**src/rtl/ahb_bm_pkg.sv**
```systemverilog
// ============================================================================
// ahb_bm_pkg : shared AHB encodings, input-stage state enum and region defaults
// Rev 1.0
// ============================================================================
`default_nettype none

package ahb_bm_pkg;

    localparam logic [1:0] c_htrans_idle   = 2'b00;
    localparam logic [1:0] c_htrans_busy   = 2'b01;
    localparam logic [1:0] c_htrans_nonseq = 2'b10;
    localparam logic [1:0] c_htrans_seq    = 2'b11;

    localparam logic       c_hresp_okay    = 1'b0;
    localparam logic       c_hresp_error   = 1'b1;

    localparam logic [2:0] c_hburst_single = 3'b000;

    localparam logic [31:0] c_port0_base = 32'h2000_0000;
    localparam logic [31:0] c_port0_mask = 32'hF000_0000;
    localparam logic [31:0] c_port1_base = 32'h4000_0000;
    localparam logic [31:0] c_port1_mask = 32'hF000_0000;

    typedef enum logic [2:0] {
        ST_IDLE = 3'd0,
        ST_HOLD = 3'd1,
        ST_DATA = 3'd2,
        ST_ERR1 = 3'd3,
        ST_ERR2 = 3'd4
    } ism_state_e;

endpackage

`default_nettype wire

```
**src/rtl/ahb_addr_decode_dma.sv**
```systemverilog
// ============================================================================
// ahb_addr_decode_dma : address to output-port decode, port 0 has priority
// Rev 1.0
// ============================================================================
`default_nettype none

module ahb_addr_decode_dma
    import ahb_bm_pkg::*;
#(
    parameter int                    ADDR_WIDTH = 32,
    parameter logic [ADDR_WIDTH-1:0] PORT0_BASE = ADDR_WIDTH'(c_port0_base),
    parameter logic [ADDR_WIDTH-1:0] PORT0_MASK = ADDR_WIDTH'(c_port0_mask),
    parameter logic [ADDR_WIDTH-1:0] PORT1_BASE = ADDR_WIDTH'(c_port1_base),
    parameter logic [ADDR_WIDTH-1:0] PORT1_MASK = ADDR_WIDTH'(c_port1_mask)
) (
    input  logic [ADDR_WIDTH-1:0] i_addr,
    output logic                  o_hit0,
    output logic                  o_hit1,
    output logic                  o_unmapped
);

    logic w_match0;
    logic w_match1;

    assign w_match0   = (i_addr & PORT0_MASK) == PORT0_BASE;
    assign w_match1   = (i_addr & PORT1_MASK) == PORT1_BASE;

    // Overlapping regions resolve to port 0.
    assign o_hit0     = w_match0;
    assign o_hit1     = ~w_match0 & w_match1;
    assign o_unmapped = ~(w_match0 | w_match1);

endmodule

`default_nettype wire

```
**src/rtl/ahb_input_stage_dma.sv**
```systemverilog
// ============================================================================
// ahb_input_stage_dma : registered AHB input stage for the DMA master port
// Rev 1.0
// ============================================================================
`default_nettype none

module ahb_input_stage_dma
    import ahb_bm_pkg::*;
#(
    parameter int                    ADDR_WIDTH = 32,
    parameter logic [ADDR_WIDTH-1:0] PORT0_BASE = ADDR_WIDTH'(c_port0_base),
    parameter logic [ADDR_WIDTH-1:0] PORT0_MASK = ADDR_WIDTH'(c_port0_mask),
    parameter logic [ADDR_WIDTH-1:0] PORT1_BASE = ADDR_WIDTH'(c_port1_base),
    parameter logic [ADDR_WIDTH-1:0] PORT1_MASK = ADDR_WIDTH'(c_port1_mask)
) (
    input  logic                  HCLK,
    input  logic                  HRESETn,
    input  logic                  HSELS,
    input  logic                  HREADYS,
    input  logic [ADDR_WIDTH-1:0] HADDRS,
    input  logic [1:0]            HTRANSS,
    input  logic                  HWRITES,
    input  logic [2:0]            HSIZES,
    input  logic [3:0]            HPROTS,
    input  logic                  HMASTLOCKS,
    output logic                  HREADYOUTS,
    output logic                  HRESPS,
    output logic [31:0]           HRDATAS,
    output logic                  req_port0,
    output logic                  req_port1,
    input  logic                  sel_port0,
    input  logic                  sel_port1,
    input  logic                  HREADYM0,
    input  logic                  HREADYM1,
    input  logic                  HRESPM0,
    input  logic                  HRESPM1,
    input  logic [31:0]           HRDATAM0,
    input  logic [31:0]           HRDATAM1,
    output logic [ADDR_WIDTH-1:0] addr_out,
    output logic [1:0]            trans_out,
    output logic                  write_out,
    output logic [2:0]            size_out,
    output logic [2:0]            burst_out,
    output logic [3:0]            prot_out,
    output logic                  mastlock_out
);

    ism_state_e            r_state_q, w_state_d, w_branch;
    logic                  r_port_q,  w_port_d;
    logic [ADDR_WIDTH-1:0] r_addr_q,  w_addr_d;
    logic                  r_write_q, w_write_d;
    logic [2:0]            r_size_q,  w_size_d;
    logic [3:0]            r_prot_q,  w_prot_d;
    logic                  r_lock_q,  w_lock_d;

    logic        w_hit0, w_hit1, w_unmapped, w_accept;
    logic        w_pnd_ready, w_pnd_sel, w_pnd_resp;
    logic [31:0] w_pnd_rdata;
    logic        w_unused;

    ahb_addr_decode_dma #(
        .ADDR_WIDTH (ADDR_WIDTH),
        .PORT0_BASE (PORT0_BASE),
        .PORT0_MASK (PORT0_MASK),
        .PORT1_BASE (PORT1_BASE),
        .PORT1_MASK (PORT1_MASK)
    ) u_decode (
        .i_addr     (HADDRS),
        .o_hit0     (w_hit0),
        .o_hit1     (w_hit1),
        .o_unmapped (w_unmapped)
    );

    // Output-side signals of whichever port the held transfer targets.
    assign w_pnd_ready = r_port_q ? HREADYM1 : HREADYM0;
    assign w_pnd_sel   = r_port_q ? sel_port1 : sel_port0;
    assign w_pnd_resp  = r_port_q ? HRESPM1  : HRESPM0;
    assign w_pnd_rdata = r_port_q ? HRDATAM1 : HRDATAM0;

    always_comb begin
        HREADYOUTS = 1'b1;
        HRESPS     = c_hresp_okay;
        HRDATAS    = '0;
        case (r_state_q)
            ST_HOLD: HREADYOUTS = 1'b0;
            ST_DATA: begin
                HREADYOUTS = w_pnd_ready;
                HRESPS     = w_pnd_resp;
                HRDATAS    = w_pnd_rdata;
            end
            ST_ERR1: begin
                HREADYOUTS = 1'b0;
                HRESPS     = c_hresp_error;
            end
            ST_ERR2: HRESPS = c_hresp_error;
            default: ;
        endcase
    end

    assign w_accept = HSELS & HTRANSS[1] & HREADYS & HREADYOUTS;

    always_comb begin
        w_state_d = r_state_q;
        w_port_d  = r_port_q;
        w_addr_d  = r_addr_q;
        w_write_d = r_write_q;
        w_size_d  = r_size_q;
        w_prot_d  = r_prot_q;
        w_lock_d  = r_lock_q;
        w_branch  = ST_IDLE;

        if (w_accept) begin
            w_branch  = w_unmapped ? ST_ERR1 : ST_HOLD;
            w_addr_d  = HADDRS;
            w_write_d = HWRITES;
            w_size_d  = HSIZES;
            w_prot_d  = HPROTS;
            w_lock_d  = HMASTLOCKS;
            if (!w_unmapped) begin
                w_port_d = w_hit1;
            end
        end

        case (r_state_q)
            ST_IDLE, ST_ERR2: w_state_d = w_branch;
            ST_HOLD: if (w_pnd_sel && w_pnd_ready) w_state_d = ST_DATA;
            ST_DATA: if (w_pnd_ready) w_state_d = w_branch;
            ST_ERR1: w_state_d = ST_ERR2;
            default: w_state_d = ST_IDLE;
        endcase
    end

    always_ff @(posedge HCLK) begin
        if (!HRESETn) begin
            r_state_q <= ST_IDLE;
            r_port_q  <= 1'b0;
            r_addr_q  <= '0;
            r_write_q <= 1'b0;
            r_size_q  <= '0;
            r_prot_q  <= '0;
            r_lock_q  <= 1'b0;
        end else begin
            r_state_q <= w_state_d;
            r_port_q  <= w_port_d;
            r_addr_q  <= w_addr_d;
            r_write_q <= w_write_d;
            r_size_q  <= w_size_d;
            r_prot_q  <= w_prot_d;
            r_lock_q  <= w_lock_d;
        end
    end

    assign req_port0    = (r_state_q == ST_HOLD) & ~r_port_q;
    assign req_port1    = (r_state_q == ST_HOLD) &  r_port_q;
    assign trans_out    = (r_state_q == ST_HOLD) ? c_htrans_nonseq : c_htrans_idle;
    // Bursts are flattened into single beats so the arbiter may re-grant between them.
    assign burst_out    = c_hburst_single;
    assign addr_out     = r_addr_q;
    assign write_out    = r_write_q;
    assign size_out     = r_size_q;
    assign prot_out     = r_prot_q;
    assign mastlock_out = r_lock_q;

    assign w_unused = ^{HTRANSS[0], w_hit0};

endmodule

`default_nettype wire
```
**config.mk**
```make
export PLATFORM = sky130hd
export DESIGN_NAME = ahb_input_stage_dma
export DESIGN_NICKNAME = d
export VERILOG_FILES = /design/src/rtl/ahb_bm_pkg.sv /design/src/rtl/ahb_addr_decode_dma.sv /design/src/rtl/ahb_input_stage_dma.sv
export SDC_FILE = /design/constraint.sdc
export NUM_CORES = 1
export LEC_CHECK = 0
export BUFFER_PORTS_ARGS = -buffer_cell sky130_fd_sc_hd__buf_4
export CAP_MARGIN = 20
export CORE_MARGIN = 8
export CORE_UTILIZATION = 43
export CTS_BUF_LIST = sky130_fd_sc_hd__clkbuf_2 sky130_fd_sc_hd__clkbuf_4 sky130_fd_sc_hd__clkbuf_8
export CTS_CLUSTER_SIZE = 14
export DETAILED_ROUTE_END_ITERATION = 16
export PLACE_DENSITY = 0.88
export SLEW_MARGIN = 25
export SYNTH_ARGS = -nofsm -noshare
export SYNTH_HDL_FRONTEND = slang
export SYNTH_HIERARCHICAL = 1
export SYNTH_SLANG_ARGS = --single-unit
```
**constraint.sdc**
```tcl
create_clock -name HCLK -period 3 [get_ports HCLK]
set_input_delay 0.45 -clock HCLK [delete_from_list [all_inputs] [get_ports HCLK]]
set_output_delay 0.45 -clock HCLK [all_outputs]
set_load 0.03 [all_outputs]
```
==> out/results.ini <==
[hold_path]
hold_class=in -> reg
hold_depth=3
min_to=addr_out[17]$_SDFFE_PN0N_
min-delay-start=HADDRS[17]

[drt]
drt_iter0_drc=70
wl_per_cell_um=16.8
routed_wl_um=8580
via_per_inst=4.82
routed-via-count=2468
firstDrtPassIters=4
drtAntennaViolNets=0
post-route-drc-count=0

[grt]
grt_pass1_wl_um=13200
grt_overflow=0
antenna_found_initial=0
grt_pass1_vias=2488
grtUsageTotal=0.196
grt_max_degree=47

[clock_tree]
clkSlewWorstSetupHoldPaths_ps=90
clk_latency_ps=300
ctsResizeCount=0
htreeDepth=2
clockBufferDepth=2
numCtsBuffers=5
postCtsHoldBufs=0
cts-root-buf=clkbuf_8
cts_setup_buffers=0
cts_tree=done
clock-sinks=45

[flow_run]
maxCapViolations=0

[final_layout]
diodes=0
area_delta_synth_final_pct=64.8
drive_gt1_frac=0.473
nets=556
mostFrequentLayoutCell=buf_4
design_area_um2=3950
most-common-layout-cells=buf_4 (198), mux2i_1 (74), nor2b_1 (44), dfxtp_1 (44), nor2_1 (36)
utilization=0.727

[pwr]
vdd_drop_max_v=0.000328
p_leak_nw=1.77
pwr_density_cell_nw_per_um2=386

[synth]
synth_area_um2=2400
syn_area_per_cell_um2=9.44
synthCells=254
yosys_warnings=6

[place]
io_buffers=193
placed_area_um2=3860
hpwl_um=7010
gp_congestion=0.876
dp_slack_ps=1080

[floorplan]
io_pins=199
dieHeight_um=90.7
start_util=0.441
fp.dieW_um=90.7
std_cell_rows=27
core_um2=5440
die_area_um2=8220

[worst_setup_path]
r2r_slack_ps=1240
crit_path_max_fanout=28
reg2reg_to=r_port_q$_SDFFE_PN0P_
r2r_cells=5
crit_arrival_ps=1770
critPathRequiredTime_ps=2550
timing.rr.start=r_port_q$_SDFFE_PN0P_
criticalPathCategory=reg -> out
crit_path_start_kind=flip-flop
end_kind=output pin

[sta]
skew_ps=7.40
tightest_slew_ps=546
fin_crit_sh=0.739
slew_headroom=0.625
setup_slack_ps=782
rsz0062_at_grt=false
min_period_ps=2220
finalSetupViolations=0
drv_slew=0
fmax_mhz=451
tns_ps=0
hold_violations=0

[status]
outcome=complete, no violations

-- metrics by stage --
step	hold slack, ps	total power [W]	instances
after global placement	496	0.00116	504
after floorplan	619	0.000929	257
final	405	0.00153	512
after detailed placement	504	0.00117	504
after global routing	395	0.00160	512
after CTS	388	0.00155	512
-- state kept, by name, summed over array words and instances (netlist names) --
register and flops:
addr_out 32, mastlock_out 1, prot_out 4, r_port_q 1, r_state_q 3, size_out 3, write_out 1
-- critical path, cell delays in order, from the launching register on --
cell     delay, ps
dfxtp_1        580
nand2_1        260
buf_4          300
nor2_1         150
buf_4          180
-- layer usage --
| layer | part of all wire | wire, µm | vias up | track usage |
|---|---|---|---|---|
| li1 | - | - | 1220 | - |
| met1 | 0.38 | 3270 | 1130 | 0.200 |
| met4 | 0.0076 | 65 | 0 | 0.0541 |
| met2 | 0.52 | 4470 | 113 | 0.366 |
| met5 | 0 | 0 | - | 0 |
| met3 | 0.089 | 762 | 5 | 0.0690 |
-- how the worst max path moves through the flow --
stage                                         start                     to  slack [ps]  cells past startpoint
after floorplan           r_state_q[0]$_SDFFE_PN0P_              req_port0         850                      3
after global placement                     HREADYM1  r_port_q$_SDFFE_PN0P_        1100                      6
after detailed placement                   HREADYM1  r_port_q$_SDFFE_PN0P_        1080                      6
after CTS                 r_state_q[1]$_SDFFE_PN0P_            HRDATAS[10]         780                      4
after global routing      r_state_q[1]$_SDFFE_PN0P_             HRDATAS[8]         660                      4
final                     r_state_q[1]$_SDFFE_PN0P_             HRDATAS[8]         780                      4
-- where the power goes --
| group | switching [W] | total [W] | internal [W] |
|---|---|---|---|
| Clock | 0.000212 | 0.000377 | 0.000165 |
| Combinational | 0.000266 | 0.000507 | 0.000241 |
| Sequential | 0.0000205 | 0.000643 | 0.000622 |
-- cell type report --
class / count / area (µm²)
multi-input cells: 186 / 1370
fillers: 444 / 1490
inverters: 3 / 11.3
well taps: 72 / 90.1
clock buffers: 5 / 68.8
flip-flops and latches: 45 / 902
repair buffers: 198 / 1490
clock inverters: 3 / 21.3
Power figures use the tool's default switching activity.
